**config.mk**
```make
export PLATFORM = sky130hd
export DESIGN_NAME = spmv_phase_ctrl
export DESIGN_NICKNAME = d
export VERILOG_FILES = /design/src/rtl/spmv_phase_ctrl.sv
export SDC_FILE = /design/constraint.sdc
export NUM_CORES = 2
export LEC_CHECK = 0
export CORE_AREA = 2 2 464 466
export DETAILED_ROUTE_END_ITERATION = 10
export DIE_AREA = 0 0 466 468
export DONT_BUFFER_PORTS = 1
export MAX_ROUTING_LAYER = met4
export SYNTH_ARGS = -nofsm -noshare
export SYNTH_HDL_FRONTEND = slang
export SYNTH_SLANG_ARGS = --single-unit
```
**constraint.sdc**
```tcl
create_clock -name clk -period 2.7 [get_ports clk]
set_input_delay 0.405 -clock clk [delete_from_list [all_inputs] [get_ports clk]]
set_output_delay 0.405 -clock clk [all_outputs]
set_load 0.01 [all_outputs]
```
**src/rtl/spmv_phase_ctrl.sv**
```systemverilog
`default_nettype none
// +----------------------------------------------------------------------------+
// | spmv_phase_ctrl                                                            |
// | Global IDLE/SCATTER/GATHER/FINISH phase sequencer with per-channel DRAM    |
// | read-address counters. Optional perf counters: define SPMV_PERF_CNT_EN.    |
// | Revision: 1.0                                                              |
// +----------------------------------------------------------------------------+
module spmv_phase_ctrl #(
  parameter int NUM_CH     = 16,
  parameter int ADDR_W     = 32,
  parameter int STRIDE     = 1,
  parameter int ITER_W     = 8,
  parameter int SETTLE_CYC = 2
) (
  input  logic                     clk,
  input  logic                     rst,
  input  logic                     start,
  input  logic [ITER_W-1:0]        num_iter,
  input  logic [NUM_CH-1:0]        pe_done,
  input  logic [NUM_CH-1:0]        new_par_start,
  input  logic [NUM_CH*ADDR_W-1:0] new_raddr,
  input  logic [NUM_CH-1:0]        r_en,
  input  logic [NUM_CH-1:0]        fifo_full,
  output logic [1:0]               state,
  output logic [NUM_CH*ADDR_W-1:0] raddr,
  output logic [NUM_CH-1:0]        rd_issue,
  output logic [ITER_W-1:0]        iter_cnt,
  output logic                     busy,
  output logic                     run_done,
  output logic [31:0]              scatter_cycles,
  output logic [31:0]              gather_cycles
);

  typedef enum logic [1:0] {
    ST_IDLE    = 2'd0,
    ST_SCATTER = 2'd1,
    ST_GATHER  = 2'd2,
    ST_FINISH  = 2'd3
  } state_t;

  localparam int                c_PH_W   = $clog2(SETTLE_CYC + 1);
  localparam logic [c_PH_W-1:0] c_SETTLE = c_PH_W'(SETTLE_CYC);
  localparam logic [ADDR_W-1:0] c_STRIDE = ADDR_W'(STRIDE);

  state_t              r_state;
  logic [c_PH_W-1:0]   r_phase_cnt;
  logic [NUM_CH-1:0]   r_done_sticky;
  logic [ITER_W-1:0]   r_iter_cnt;
  logic [ITER_W-1:0]   r_num_iter_q;
  logic                r_run_done;

  logic                w_active;
  logic                w_settled;
  logic [NUM_CH-1:0]   w_sticky_nxt;
  logic                w_phase_exit;
  logic [ITER_W:0]     w_iter_inc;
  logic                w_more_iter;
  logic                w_start_acc;

  assign w_active     = (r_state == ST_SCATTER) || (r_state == ST_GATHER);
  assign w_settled    = (r_phase_cnt >= c_SETTLE);
  // Exit looks at the done set including this cycle's flags, so the last done costs one edge.
  assign w_sticky_nxt = r_done_sticky | (pe_done & {NUM_CH{w_settled}});
  assign w_phase_exit = w_active && (&w_sticky_nxt);
  assign w_iter_inc   = {1'b0, r_iter_cnt} + (ITER_W + 1)'(1);
  assign w_more_iter  = (w_iter_inc < {1'b0, r_num_iter_q});
  assign w_start_acc  = (r_state == ST_IDLE) && start;

  always_ff @(posedge clk) begin
    if (rst) begin
      r_state       <= ST_IDLE;
      r_phase_cnt   <= '0;
      r_done_sticky <= '0;
      r_iter_cnt    <= '0;
      r_num_iter_q  <= '0;
      r_run_done    <= 1'b0;
    end else begin
      r_run_done <= 1'b0;
      case (r_state)
        ST_IDLE: begin
          if (start) begin
            r_num_iter_q  <= (num_iter == '0) ? ITER_W'(1) : num_iter;
            r_iter_cnt    <= '0;
            r_done_sticky <= '0;
            r_phase_cnt   <= '0;
            r_state       <= ST_SCATTER;
          end
        end
        ST_SCATTER, ST_GATHER: begin
          if (w_phase_exit) begin
            r_phase_cnt   <= '0;
            r_done_sticky <= '0;
            if (r_state == ST_SCATTER) begin
              r_state <= ST_GATHER;
            end else begin
              r_iter_cnt <= w_iter_inc[ITER_W-1:0];
              if (w_more_iter) begin
                r_state <= ST_SCATTER;
              end else begin
                r_state    <= ST_FINISH;
                r_run_done <= 1'b1;
              end
            end
          end else begin
            r_done_sticky <= w_sticky_nxt;
            if (r_phase_cnt != c_SETTLE) r_phase_cnt <= r_phase_cnt + c_PH_W'(1);
          end
        end
        ST_FINISH: r_state <= ST_IDLE;
        default:   r_state <= ST_IDLE;
      endcase
    end
  end

  assign state    = r_state;
  assign busy     = (r_state != ST_IDLE);
  assign run_done = r_run_done;
  assign iter_cnt = r_iter_cnt;

  // A partition load masks the read on that channel, so it is never counted.
  assign rd_issue = r_en & ~fifo_full & ~new_par_start & {NUM_CH{w_active}};

  generate
    for (genvar i = 0; i < NUM_CH; i++) begin : g_ch
      logic [ADDR_W-1:0] r_addr;
      always_ff @(posedge clk) begin
        if (rst)                   r_addr <= '0;
        else if (new_par_start[i]) r_addr <= new_raddr[i*ADDR_W +: ADDR_W];
        else if (rd_issue[i])      r_addr <= r_addr + c_STRIDE;
      end
      assign raddr[i*ADDR_W +: ADDR_W] = r_addr;
    end
  endgenerate

`ifdef SPMV_PERF_CNT_EN
  logic [31:0] r_scatter_cycles;
  logic [31:0] r_gather_cycles;

  always_ff @(posedge clk) begin
    if (rst || w_start_acc) begin
      r_scatter_cycles <= '0;
      r_gather_cycles  <= '0;
    end else begin
      if (r_state == ST_SCATTER && r_scatter_cycles != 32'hFFFF_FFFF)
        r_scatter_cycles <= r_scatter_cycles + 32'd1;
      if (r_state == ST_GATHER && r_gather_cycles != 32'hFFFF_FFFF)
        r_gather_cycles <= r_gather_cycles + 32'd1;
    end
  end

  assign scatter_cycles = r_scatter_cycles;
  assign gather_cycles  = r_gather_cycles;
`else
  logic w_unused_start_acc;
  assign w_unused_start_acc = w_start_acc;
  assign scatter_cycles     = 32'd0;
  assign gather_cycles      = 32'd0;
`endif

endmodule
`default_nettype wire
```
Word-level counts from Yosys, hierarchy flattened
Index checks and enable logic that the tools add are counted.
{ "totals": {"inputBits": 587, "out_inout_bits": 604, "ff_bits": 549, "elab_cells": 139} }
{ "op_classes": {"muxes": 50, "order_cmp": 2, "add_sub_neg": 18, "n_reduce_logical": 30, "n_bitwise": 9, "n_eq_ne": 8} }
{ "op_table": {"columns": ["op", "count"], "rows": [
  ["2-to-1 mux 32 bit", 32],
  ["adder 32 x 1 -> 32 bit (second input constant)", 16],
  ["AND 16 bit", 4],
  ["nonzero test 2 bit", 18],
  ["2-to-1 mux 16 bit", 2],
  ["2-to-1 mux 8 bit", 4],
  ["NOT 16 bit", 2],
  ["one-hot mux 16 bit (2 select lines)", 1],
  ["OR 16 bit", 1],
  ["one-hot mux 8 bit (2 select lines)", 1],
  ["AND reduction 16 bit", 1],
  ["2-to-1 mux 2 bit", 7],
  ["adder 8 x 1 -> 9 bit (second input constant)", 1],
  ["less-than comparator 9 x 8 -> 1 bit", 1],
  ["logical NOT 8 bit", 1],
  ["!= test 2 bit (second input constant)", 4],
  ["one-hot mux 2 bit (3 select lines)", 1],
  ["AND reduction 2 bit", 3],
  ["== test 2 bit (second input constant)", 2],
  ["one-hot mux 2 bit (2 select lines)", 1],
  ["AND reduction 4 bit", 1],
  ["OR reduction 4 bit", 1],
  ["!= test 3 bit (second input constant)", 1],
  ["AND reduction 3 bit", 1],
  ["other kinds (9)", 10]
]} }

Longest topological paths before layout
{ "logic_depth": {"depth_word": 7, "mapped_depth": 12, "depth_no_buf": 10} }

Least setup slack after synthesis
OpenSTA, ideal clock, no wires.
{ "synth_timing": {"kind": "register -> register", "startpoint": "register r_state[0] (netlist: state[0])", "endpoint": "register g_ch[5].r_addr[29]", "n_path_buf": 1, "setup_ns": 0.091, "required_ns": 2.609, "arrival_time_ns": 2.377, "path_stages_with_launch": 9, "setup_slack_ns": 0.232, "synth_period_minus_slack_ns": 2.468, "cell_sequence": "dfxtp_1 -> inv_1 -> ha_1 -> buf_6 -> nand3b_4 -> or3_1 -> or4_4 -> or3_1 -> a311oi_1"} }
{ "synth_between": {"elab_chain_cells": 4, "elab_cells_between_ends": 5, "cone_classes": "eq/ne (2); bitwise (1); reduce/logical (2)"} }
{ "synth_lines": {"columns": ["element", "line", "rtl"], "rows": [
  ["start: declaration", "45", "state_t r_state;"],
  ["start signal: assignment", "71", "r_state <= ST_IDLE;"],
  ["start signal: assignment", "86", "r_state <= ST_SCATTER;"],
  ["start signal: assignment", "94", "r_state <= ST_GATHER;"],
  ["== test 2 x 1 -> 1 bit / == test 2 bit (equally long branches)", "60", "assign w_active = (r_state == ST_SCATTER) || (r_state == ST_GATHER);"],
  ["logical OR 1 bit (*)", "60", null],
  ["AND 16 bit (*)", "121", "assign rd_issue = r_en & ~fifo_full & ~new_par_start & {NUM_CH{w_active}};"],
  ["nonzero test 2 bit (no source line) (*)", null, null],
  ["end signal: assignment", "128", "else if (new_par_start[i]) r_addr <= new_raddr[i*ADDR_W +: ADDR_W];"],
  ["end signal: assignment", "129", "else if (rd_issue[i]) r_addr <= r_addr + c_STRIDE;"],
  ["end: declaration", "125", "logic [ADDR_W-1:0] r_addr;"]
]} }
Mark *: on every way between the ends. The rest lies on a longest branch, timed or not.
A chain may end at the register's enable or synchronous reset.

Worst setup path in the final report
{ "layout_timing": {"startpoint": "register r_state[1] (netlist: state[1])", "endpoint": "register g_ch[14].r_addr[9]"} }
{ "layout_between": {"elab_chain_cells": 4, "elab_cells_between_ends": 5, "cone_classes": "eq/ne (2); bitwise (1); reduce/logical (2)"} }
{ "layout_lines": {"columns": ["element", "line"], "rows": [
  ["== test 2 x 1 -> 1 bit / == test 2 bit (equally long branches)", "60"],
  ["logical OR 1 bit (*)", "60"],
  ["AND 16 bit (*)", "121"],
  ["nonzero test 2 bit (no source line) (*)", null],
  ["end signal: assignment", "128"],
  ["end signal: assignment", "129"],
  ["end: declaration", "125"]
]} }
Marks and branches as above.

==> out/results.tsv <==
metric	value	unit
first-pass GRT wire length	276000	µm
flip-flop and latch count after synthesis	549	
worst setup slack for register-to-register paths	8	ps
Netlist cell types	84	
total length of routed wires	209000	µm
run status	complete, but fails checks	
Period minus WS final	2690	ps
clock tree from TritonCTS	yes	
Max Slew Vio Count	132	
fraction of synthesis flops using an asynchronous set or reset pin	0	%
class of the most critical hold timing path	input pin to register	
count of routing violations after the opening detailed-route iteration	3055	
input/output buffers	0	
post-route clock period utilization	99.7	%
deepest clock path buffer count	3	
setup repair after global routing missed its margin	true	
Die Footprint	218000	µm²
Avg Cell Area, Syn	7.99	µm²
count of TritonRoute iterations in the first routing pass	6	
total negative setup slack	0	ps
post-synthesis cell count	3926	
largest voltage drop on the vdd net	0.459	mV
kind of cell with the highest combined delay on the critical path	buffers and inverters	
H-Tree Level Count	3	
clock skew after layout	59.5	ps
number of synthesized flops with an enable pin	0	
violated checks	max-slew violations	
Tightest Pin Transition	2010	ps
# Max-Cap Violations	0	
DPL Wire Length	167000	µm
Global Route Usage Sum	18.5	%
arithmetic-cell share of the synthesized area counting full adders, half adders and majority gates	1.12	%
CP Capture Type	register	
via count of the first global-routing pass	33997	
final-report setup violation count	0	
number of antenna violations at the first check in global routing	66	
crit-path cells	inv_4, ha_4, buf_12, and3b_1, nand4_1, buf_6, or3_1, a311oi_1, dlygate4sd3_1	
chip width	466	µm
type of origin of the critical path	register	
overall overflow remaining after global route	0	
Fillers	23408	
dominant combinational cell family by area after synthesis	simple AND/OR/NAND/NOR gates	
power density over the cells	524	nW/µm²
clock transition at the registers of the reported paths	60	ps
area of the mapped netlist	31400	µm²
footprint of the flip-flops and latches	11000	µm²
global placer's final weighted congestion	0.990	
arrival time of the worst setup path	3330	ps
Static Leakage	16.5	nW
Initial Util	14.7	%
portion of the post-synthesis area used by sequential elements	35.0	%
Num CTS Buffers	76	
maximum clock rate	371	MHz
simple logic cell fraction of the synthesized area	29.6	%
Clock Root Buffer	sky130_fd_sc_hd__clkbuf_16	
highest cell delay on the worst timing path	600	ps
slowest stage cell on the critical path	sky130_fd_sc_hd__dlygate4sd3_1	
core occupancy in the finished layout	21.8	%
largest net degree at the start of global routing	541	
I/O pin total	1191	
category of the most critical setup path	register to register	
net count of the finished layout	5425	
multi-input gate area in the final layout	18900	µm²
fraction of synthesized area in multiplexers	2.63	%
Die H	468	µm
Clock Latency Late Sink	710	ps
fraction of the mapped netlist area in compound gates	15.5	%
remaining number of nets flagged by the antenna check after routing	0	
endpoint required time on the critical path	3330	ps
WL per Instance	26.9	µm
layout cell share with drive strength beyond 1	12.8	%
number of vias in the routed layout	35966	
Inst Count DP	6863	
Bufs and invs on worst path	4	
placeable core region	213000	µm²
YS warnings	0	
crit-path max FO	15	
headroom to the max-slew limit	-34.2	%
Worst Hold Margin	37.9	ps
DRC	0	
Final Hold Fails	0	
xor/xnor cell area share of the yosys netlist	9.89	%
Sink Count	549	
top flip-flop cell by instance count after synthesis	sky130_fd_sc_hd__dfxtp_1	
area growth from synthesis to layout	48.3	%
Vias per Instance	4.63	
total number of placement rows	170	
final standard cell count with taps included and fillers excluded	7771	
[repair_timing]
item / in CTS / in global routing
gates resized for setup: 31 / 58
setup endpoints to repair: 14 / 88
gates cloned: 1 / 1
buffers inserted: 19 / 16
hold endpoints to repair: 547 / 134
pin swaps: 11 / 20
hold buffers: 632 / 43
[synth_stat cells, types with 78 or more instances]
| cell | number | share of area, % |
|---|---|---|
| sky130_fd_sc_hd__nor4_1 | 131 | 2.6 |
| sky130_fd_sc_hd__nand2_1 | 386 | 4.6 |
| sky130_fd_sc_hd__dfxtp_1 | 549 | 35 |
| sky130_fd_sc_hd__nor3_1 | 118 | 1.9 |
| sky130_fd_sc_hd__o21ai_0 | 81 | 1.3 |
| sky130_fd_sc_hd__inv_1 | 106 | 1.3 |
| sky130_fd_sc_hd__nor2_1 | 431 | 5.2 |
| sky130_fd_sc_hd__nand3_1 | 186 | 3.0 |
| sky130_fd_sc_hd__a211oi_1 | 224 | 5.4 |
| sky130_fd_sc_hd__clkbuf_1 | 201 | 2.4 |
| sky130_fd_sc_hd__xnor2_1 | 270 | 7.5 |
| sky130_fd_sc_hd__xor2_1 | 84 | 2.3 |
| sky130_fd_sc_hd__and3_1 | 89 | 1.8 |
| sky130_fd_sc_hd__mux2i_1 | 78 | 2.5 |
| sky130_fd_sc_hd__a21oi_1 | 169 | 2.7 |
| sky130_fd_sc_hd__nand4_1 | 146 | 2.9 |
[cell families (layout without fill, tap and decap cells)]
logic type,count (synthesis),count (layout)
and+or+nand+nor,1771,1771
AOI/OAI and AO/OA,709,709
DFF,549,549
buffers and inverters,432,1310
xor gates and xnor gates,354,354
muxes,82,82
adders and majority gates,28,28
other,1,130
[cells in the final DEF, fill, tap and decap left out, types with 11 or more instances in the layout]
| master | count |
|---|---|
| sky130_fd_sc_hd__dlygate4sd3_1 | 665 |
| sky130_fd_sc_hd__dfxtp_1 | 545 |
| sky130_fd_sc_hd__nor2_1 | 425 |
| sky130_fd_sc_hd__nand2_1 | 386 |
| sky130_fd_sc_hd__buf_4 | 358 |
| sky130_fd_sc_hd__xnor2_1 | 269 |
| sky130_fd_sc_hd__a211oi_1 | 222 |
| sky130_fd_sc_hd__nand3_1 | 183 |
| sky130_fd_sc_hd__a21oi_1 | 165 |
| sky130_fd_sc_hd__nand4_1 | 146 |
| sky130_fd_sc_hd__nor3_1 | 116 |
| sky130_fd_sc_hd__nor4_1 | 115 |
| sky130_fd_sc_hd__inv_1 | 101 |
| sky130_fd_sc_hd__and3_1 | 89 |
| sky130_fd_sc_hd__xor2_1 | 84 |
| sky130_fd_sc_hd__o21ai_0 | 81 |
| sky130_fd_sc_hd__mux2i_1 | 78 |
| sky130_fd_sc_hd__clkbuf_16 | 78 |
| sky130_fd_sc_hd__diode_2 | 66 |
| sky130_fd_sc_hd__conb_1 | 64 |
| sky130_fd_sc_hd__and4_1 | 61 |
| sky130_fd_sc_hd__or3_1 | 61 |
| sky130_fd_sc_hd__a311oi_1 | 58 |
| sky130_fd_sc_hd__o211ai_1 | 34 |
| sky130_fd_sc_hd__nor4_2 | 29 |
| sky130_fd_sc_hd__a31oi_1 | 29 |
| sky130_fd_sc_hd__ha_1 | 27 |
| sky130_fd_sc_hd__and2_1 | 25 |
| sky130_fd_sc_hd__clkbuf_1 | 20 |
| sky130_fd_sc_hd__o211a_1 | 17 |
| sky130_fd_sc_hd__or4_1 | 15 |
| sky130_fd_sc_hd__buf_6 | 15 |
| sky130_fd_sc_hd__o21a_1 | 13 |
| sky130_fd_sc_hd__buf_12 | 13 |
| sky130_fd_sc_hd__clkbuf_8 | 12 |
| sky130_fd_sc_hd__a211o_1 | 11 |
[layer usage]
layer | GRT usage, % | up-vias | routed length, µm
met5 | - | - | 0
met4 | 10.5 | 0 | 12400
met3 | 9.95 | 471 | 30200
met2 | 28.4 | 1974 | 93900
met1 | 18.7 | 17472 | 73000
li1 | - | 16049 | -
[per-stage QoR]
step | power, mW | setup WS, ps | area (µm²)
floorplan | 11.2 | 232 | 31600
global placement | 12.6 | -29.2 | 36400
detailed placement | 12.7 | -48.3 | 36400
CTS | 24.5 | -6.17 | 45600
global route | 25.2 | -74.3 | 46500
finish | 24.4 | 7.87 | 46500
[flip-flops by register name, indices dropped and copies added (netlist names)]
signal	count
g_ch.r_addr	512
iter_cnt	8
r_done_sticky	16
r_num_iter_q	8
r_phase_cnt	2
run_done	1
state	2
[power breakdown]
group / internal [mW] / switching, mW / leakage, nW / total, mW
logic: 1.84 / 2.37 / 10.7 / 4.21
registers: 8.64 / 0.924 / 4.55 / 9.56
clock network: 6.15 / 4.44 / 1.24 / 10.6
[layout make-up]
cell class | count | share of cell area (%)
Multi-Input combinational cell | 3008 | 40.7
Sequential cell | 549 | 23.6
Timing Repair Buffer | 1060 | 21.3
Tap cell | 2838 | 7.64
Clock buffer | 110 | 4.71
Inverter | 115 | 0.939
Clock inverter | 25 | 0.732
Antenna cell | 66 | 0.355
[worst paths after layout]
kind,from,endpoint,cells past startpoint
max,state[1]$_SDFFE_PP0P_,g_ch[14].r_addr[9]$_SDFFE_PP0P_,9
min,new_par_start[13],g_ch[13].r_addr[30]$_SDFFE_PP0P_,2
max reg2reg,state[1]$_SDFFE_PP0P_,g_ch[14].r_addr[9]$_SDFFE_PP0P_,9
min reg2reg,r_done_sticky[15]$_SDFFE_PP0P_,r_done_sticky[15]$_SDFFE_PP0P_,2
Power figures use the tool's default switching activity.
